File: src/rtl/umi_reghost.sv
// umi_reghost
// Host-side register initiator. Turns a one-outstanding register access port
// into single-beat UMI request packets (read, acknowledged write, posted
// write), waits for the matching UMI response and returns read data, the
// response error code, or a timeout indication to the register side.
//
// Ports:
//   clk, nreset          clock, asynchronous active-low reset
//   reg_valid/reg_ready  register access handshake (ready only when idle)
//   reg_write/reg_posted access type (posted only meaningful with write)
//   reg_addr/reg_size    target address and UMI size code
//   reg_wrdata           write data (zero-extended into the UMI data bus)
//   reg_done             one-cycle completion pulse
//   reg_rddata           read data, held until the next read completion
//   reg_err/reg_timeout  completion status, valid with reg_done
//   uhost_req_*          UMI request channel (registered outputs)
//   uhost_resp_*         UMI response channel (never backpressured)

module umi_reghost #(
  parameter int             AW      = 64,
  parameter int             CW      = 32,
  parameter int             DW      = 256,
  parameter int             RW      = 64,
  parameter logic [AW-1:0]  SRCADDR = {AW{1'b0}},
  parameter logic [4:0]     HOSTID  = 5'd0,
  parameter int             TIMEOUT = 1024
) (
  input  logic          clk,
  input  logic          nreset,
  // register access port
  input  logic          reg_valid,
  output logic          reg_ready,
  input  logic          reg_write,
  input  logic          reg_posted,
  input  logic [AW-1:0] reg_addr,
  input  logic [2:0]    reg_size,
  input  logic [RW-1:0] reg_wrdata,
  output logic          reg_done,
  output logic [RW-1:0] reg_rddata,
  output logic [1:0]    reg_err,
  output logic          reg_timeout,
  // UMI request
  output logic          uhost_req_valid,
  input  logic          uhost_req_ready,
  output logic [CW-1:0] uhost_req_cmd,
  output logic [AW-1:0] uhost_req_dstaddr,
  output logic [AW-1:0] uhost_req_srcaddr,
  output logic [DW-1:0] uhost_req_data,
  // UMI response
  input  logic          uhost_resp_valid,
  output logic          uhost_resp_ready,
  input  logic [CW-1:0] uhost_resp_cmd,
  input  logic [AW-1:0] uhost_resp_dstaddr,
  input  logic [AW-1:0] uhost_resp_srcaddr,
  input  logic [DW-1:0] uhost_resp_data
);

  // UMI opcodes
  localparam logic [4:0] REQ_READ   = 5'h01;
  localparam logic [4:0] RESP_READ  = 5'h02;
  localparam logic [4:0] REQ_WRITE  = 5'h03;
  localparam logic [4:0] RESP_WRITE = 5'h04;
  localparam logic [4:0] REQ_POSTED = 5'h05;

  // Timeout fires when the wait counter sits at TIMEOUT-1 without a match.
  localparam logic        TO_EN   = (TIMEOUT != 0) ? 1'b1 : 1'b0;
  localparam logic [31:0] TO_LAST = (TIMEOUT != 0) ? 32'(TIMEOUT - 1) : 32'd0;

  typedef enum logic [1:0] {
    ST_IDLE = 2'd0,
    ST_REQ  = 2'd1,
    ST_WAIT = 2'd2
  } state_t;

  // UMI command field layout:
  //   [4:0] opcode, [7:5] size, [15:8] len, [19:16] qos, [21:20] prot,
  //   [22] eom, [23] eof, [24] ex, [26:25] user/err, [31:27] hostid
  function automatic logic [CW-1:0] umi_pack(
    input logic [4:0] opcode,
    input logic [2:0] size,
    input logic [7:0] len,
    input logic [3:0] qos,
    input logic [1:0] prot,
    input logic       eom,
    input logic       eof,
    input logic       ex,
    input logic [1:0] user,
    input logic [4:0] hostid
  );
    logic [CW-1:0] cmd;
    cmd        = {CW{1'b0}};
    cmd[4:0]   = opcode;
    cmd[7:5]   = size;
    cmd[15:8]  = len;
    cmd[19:16] = qos;
    cmd[21:20] = prot;
    cmd[22]    = eom;
    cmd[23]    = eof;
    cmd[24]    = ex;
    cmd[26:25] = user;
    cmd[31:27] = hostid;
    return cmd;
  endfunction

  state_t        state_r;
  logic          is_read_r;
  logic          is_posted_r;
  logic [31:0]   timer_r;

  logic [4:0]    req_opcode_s;
  logic [CW-1:0] req_cmd_s;
  logic [DW-1:0] req_data_s;
  logic [4:0]    exp_opcode_s;
  logic          match_s;
  logic          expire_s;
  logic          unused_s;

  assign reg_ready        = (state_r == ST_IDLE);
  assign uhost_resp_ready = 1'b1;

  // Response fields this block never inspects.
  assign unused_s = ^{uhost_resp_srcaddr, uhost_resp_data, uhost_resp_cmd};

  // Request command and data built from the incoming access.
  always_comb begin
    req_opcode_s = REQ_READ;
    req_data_s   = {DW{1'b0}};
    if (reg_write) begin
      req_data_s[RW-1:0] = reg_wrdata;
      if (reg_posted) begin
        req_opcode_s = REQ_POSTED;
      end else begin
        req_opcode_s = REQ_WRITE;
      end
    end else begin
      req_opcode_s = REQ_READ;
    end
    req_cmd_s = umi_pack(req_opcode_s, reg_size, 8'd0, 4'd0, 2'd0,
                         1'b1, 1'b1, 1'b0, 2'd0, HOSTID);
  end

  // Response matching and timeout expiry for the outstanding request.
  always_comb begin
    if (is_read_r) begin
      exp_opcode_s = RESP_READ;
    end else begin
      exp_opcode_s = RESP_WRITE;
    end
    match_s  = uhost_resp_valid &&
               (uhost_resp_cmd[4:0] == exp_opcode_s) &&
               (uhost_resp_dstaddr == SRCADDR);
    expire_s = TO_EN && (timer_r == TO_LAST);
  end

  // Transaction FSM with all outputs registered.
  always_ff @(posedge clk or negedge nreset) begin
    if (!nreset) begin
      state_r           <= ST_IDLE;
      is_read_r         <= 1'b0;
      is_posted_r       <= 1'b0;
      timer_r           <= 32'd0;
      uhost_req_valid   <= 1'b0;
      uhost_req_cmd     <= {CW{1'b0}};
      uhost_req_dstaddr <= {AW{1'b0}};
      uhost_req_srcaddr <= {AW{1'b0}};
      uhost_req_data    <= {DW{1'b0}};
      reg_done          <= 1'b0;
      reg_rddata        <= {RW{1'b0}};
      reg_err           <= 2'b00;
      reg_timeout       <= 1'b0;
    end else begin
      reg_done <= 1'b0;
      case (state_r)
        ST_IDLE: begin
          if (reg_valid) begin
            is_read_r         <= ~reg_write;
            is_posted_r       <= reg_write & reg_posted;
            uhost_req_cmd     <= req_cmd_s;
            uhost_req_dstaddr <= reg_addr;
            uhost_req_srcaddr <= SRCADDR;
            uhost_req_data    <= req_data_s;
            uhost_req_valid   <= 1'b1;
            state_r           <= ST_REQ;
          end
        end
        ST_REQ: begin
          if (uhost_req_ready) begin
            uhost_req_valid <= 1'b0;
            timer_r         <= 32'd0;
            if (is_posted_r) begin
              reg_done    <= 1'b1;
              reg_err     <= 2'b00;
              reg_timeout <= 1'b0;
              state_r     <= ST_IDLE;
            end else begin
              state_r <= ST_WAIT;
            end
          end
        end
        ST_WAIT: begin
          // A match wins over an expiry on the same cycle.
          if (match_s) begin
            reg_done    <= 1'b1;
            reg_err     <= uhost_resp_cmd[26:25];
            reg_timeout <= 1'b0;
            if (is_read_r) begin
              reg_rddata <= uhost_resp_data[RW-1:0];
            end
            state_r <= ST_IDLE;
          end else if (expire_s) begin
            reg_done    <= 1'b1;
            reg_err     <= 2'b11;
            reg_timeout <= 1'b1;
            state_r     <= ST_IDLE;
          end else begin
            timer_r <= timer_r + 32'd1;
          end
        end
        default: begin
          uhost_req_valid <= 1'b0;
          state_r         <= ST_IDLE;
        end
      endcase
    end
  end

endmodule

File: config.mk
export PLATFORM = sky130hd
export DESIGN_NAME = umi_reghost
export DESIGN_NICKNAME = d
export VERILOG_FILES = /design/src/rtl/umi_reghost.sv
export SDC_FILE = /design/constraint.sdc
export NUM_CORES = 1
export LEC_CHECK = 0
export CORE_AREA = 3 3 408 410
export DETAILED_ROUTE_END_ITERATION = 8
export DIE_AREA = 0 0 411 413
export PLACE_DENSITY_LB_ADDON = 0.25
export SYNTH_ARGS = -nofsm -noshare
export SYNTH_HDL_FRONTEND = slang
export SYNTH_SLANG_ARGS = --single-unit
File: constraint.sdc
create_clock -name clk -period 5 [get_ports clk]
set_clock_uncertainty 0.2 [all_clocks]
set_input_delay 0.5 -clock clk [delete_from_list [all_inputs] [get_ports clk]]
set_output_delay 0.5 -clock clk [all_outputs]
set_load 0.05 [all_outputs]
==> metrics.yaml <==
run_status:
  status: "completed"
logic_synthesis:
  synth_ff_type: "dfrtp_1"
  yosys_warnings: 0
  syn_inst: 1179
  avgSynthCellArea_um2: 10.68
  synth_edf_count: 0
  synthArstFlopShare_pct: 100.0
  yosysUniqueCellTypes: 53
  seq_area_frac_synth_pct: 47.31
  syn-cell-area_um2: 12590
  synth_seq_cells: 238
timing:
  slew_headroom_pct: 33.14
  tightest_slew_ns: 0.9997
  fin_tns_setup_ns: 0
  finalCritPeriodShare_pct: 69.42
  setup_viol: 0
  hold_slack_ns: 0.2629
  rsz0062_at_grt: "no"
  drv_slew: 0
  hold_violations: 0
  max_freq_mhz: 288.1
  period_needed_ns: 3.471
finish:
  nets: 2222
  utilization_pct: 12.43
  area_delta_synth_final_pct: 60.64
  drive_above_1_share_pct: 13.05
  final-seq-area_um2: 5956
  multiInputGateArea_um2: 5290
  final_cells: 3865
  fillCellCount: 18560
die:
  core-area_um2: 162800
  rows: 148
  fp.dieH_um: 413
  die_w_um: 411
  start_util_pct: 7.735
  ios: 1041
  dieArea_um2: 169700
critical_path:
  crit_family: "simple AND/OR/NAND/NOR gates"
  critical_path_class: "register to register"
  r2r_end: "reg_rddata[2]"
  cp_max_fo: 12
  crit_arrival_ns: 3.74
  rr_worst_depth: 7
  worst-path-buf-inv: 1
  startpoint_type: "register"
  slowest_stage: "dfrtp_1"
  r2r_start: "is_read_r"
  rrSetupSlack_ns: 1.53
  path_depth: 7
  critPathRequiredTime_ns: 5.27
  worst_setup_path_end_kind: "register"
  path_cells: "nand2_1, o22ai_2, and4b_1, and3_1, nand3_4, buf_4, mux2_4"
  cpPeakStageDelay_ns: 0.72
routing:
  initialDrtViolationCount: 307
  detail_route.wl_per_cell_um: 13.72
  vias: 9446
  drc: 0
  wl_um: 53040
  ant_nets: 0
  via_per_inst: 2.444
  dr.pass1.iters: 4
cts:
  cts.path.max_buffers: 3
  clk_pin_slew_ns: 0.06
  clock_latency_ns: 0.58
  cts_root_buf: "clkbuf_16"
  clock-sinks: 238
  cts_tree: "built"
  htree_levels: 2
  numCtsBuffers: 37
power_and_ir_drop:
  clockPowerShare_pct: 24.9
  power_density_nw_per_um2: 514.2
  combPwrFrac_pct: 48.0
  p_sw_w: 0.004873
  p_leak_nw: 8.266
  swShare_pct: 46.86
  p_int_w: 0.005527
  peakVddDrop_mv: 0.2897
  pwr-share-seq_pct: 27.0
placed_design:
  io_buffers: 478
  dp.cells: 3799
  place_congestion: 0.6881
  dp_hpwl_um: 40540
global_route:
  grt_pass1_wl_um: 71730
  globalRouteTotalUtil_pct: 5.875
  first_global_vias: 9571
  gr-total-overflow: 0
  antenna_found_initial: 14
  grt_max_degree: 88
hold_path:
  holdPathEnd: "uhost_req_data[51]"
  hp-class: "primary input to register"
  hp-start: "reg_wrdata[51]"
  min_path_cells: 3
job:
  cap_violations: 0
per-layer routing:
metal	part of all wire (%)	global-route usage [%]	wire (um)	up-vias
met3	12	3.237	6462	57
met2	44	8.668	23520	405
li1	-	-	-	4448
met4	2.1	1.728	1119	4
met1	41	7.270	21910	4532
met5	0.040	0	21	-
what timing repair did:
action | in CTS | in global routing
hold buffers | 1 | 0
endpoints found under the setup margin | 0 | 0
resized for setup | 0 | 0
hold endpoints to repair | 85 | 0
setup buffers | 0 | 0
kinds of logic (layout without fill, tap and decap cells):
logic type,after synthesis,after routing,synth area share [%]
muxes,147,147,14.78
adders and majority gates,4,4,0.3976
AOI/OAI and AO/OA,110,110,5.307
DFF,238,238,47.31
and+or+nand+nor,334,334,13.00
buffers and inverters,344,572,19.15
other,2,285,0.05965
flip-flops by register name, indices dropped and copies added, names as in the netlist:
name               cells
is_read_r              1
state_r                2
uhost_req_cmd          6
reg_rddata            64
reg_err                2
reg_done               1
uhost_req_data        64
uhost_req_valid        1
timer_r               32
reg_timeout            1
uhost_req_dstaddr     64
through the flow:
stage                     total power, W  area (um^2)  worst slack (ns)
after CTS                        0.01070        20210             1.026
after floorplan                 0.006163        13640             2.461
final                            0.01040        20220             1.529
after detailed placement        0.007910        19030            0.7321
after global placement          0.007927        19030            0.7789
after global routing             0.01102        20210            0.9879
final cells by class:
class,instances,area share [%]
timing repair buffer,504,24.96
multi-input combinational,876,26.16
clock inverter,7,0.5630
clock buffer,54,5.240
sequential,238,29.45
inverter,7,0.1299
tap,2175,13.46
antenna,4,0.04949
worst min-delay path: stages:
cell	delay [ns]
clkdlybuf4s50_1	0.39
nand2_1	0.06
o21ai_0	0.06
cell usage after synthesis (all sizes together), types with 13 or more instances:
cell type	instances	area [um^2]
buf	295	2226
dfrtp	238	5956
nand2	182	683.2
mux2	131	1700
o21ai	72	360.4
clkbuf	42	158.9
nor4	41	256.5
nand2b	20	125.1
nand4	18	112.6
mux2i	16	160.2
nand3	16	97.60
nor2	13	48.80
power by group through the flow:
stage	Sequential [W]	Combinational (W)	Clock (W)
6_report	0.00281	0.00500	0.00259
5_1_grt	0.00289	0.00528	0.00285
4_1_cts	0.00283	0.00508	0.00279
3_5_place_dp	0.00284	0.00507	0
3_3_place_gp	0.00283	0.00510	0
2_1_floorplan	0.00468	0.00148	0
worst max path at each step:
stage	start	slack [ns]	endpoint
6_report	is_read_r	1.53	reg_rddata[2]
5_1_grt	is_read_r	0.99	reg_rddata[50]
3_3_place_gp	uhost_resp_dstaddr[11]	0.78	reg_rddata[6]
4_1_cts	is_read_r	1.03	reg_rddata[49]
2_1_floorplan	state_r[0]	2.46	uhost_req_dstaddr[58]
3_5_place_dp	uhost_resp_dstaddr[20]	0.73	reg_rddata[20]
cells in the final DEF, fill, tap and decap left out, types with 6 or more instances in the layout:
cell             count
and3_1               7
and4_1               6
buf_4               21
clkbuf_1            10
clkbuf_16           37
clkbuf_8             7
clkdlybuf4s50_1    476
conb_1             281
dfrtp_1            238
inv_1                7
mux2_2              71
mux2_4              60
mux2i_1             16
nand2_1            181
nand2b_1            20
nand3_1             14
nand4_1             18
nor2_1              13
nor3_1               7
nor4_1              40
o21ai_0             72
o311ai_0             7
(Power assumes the default switching activity.)
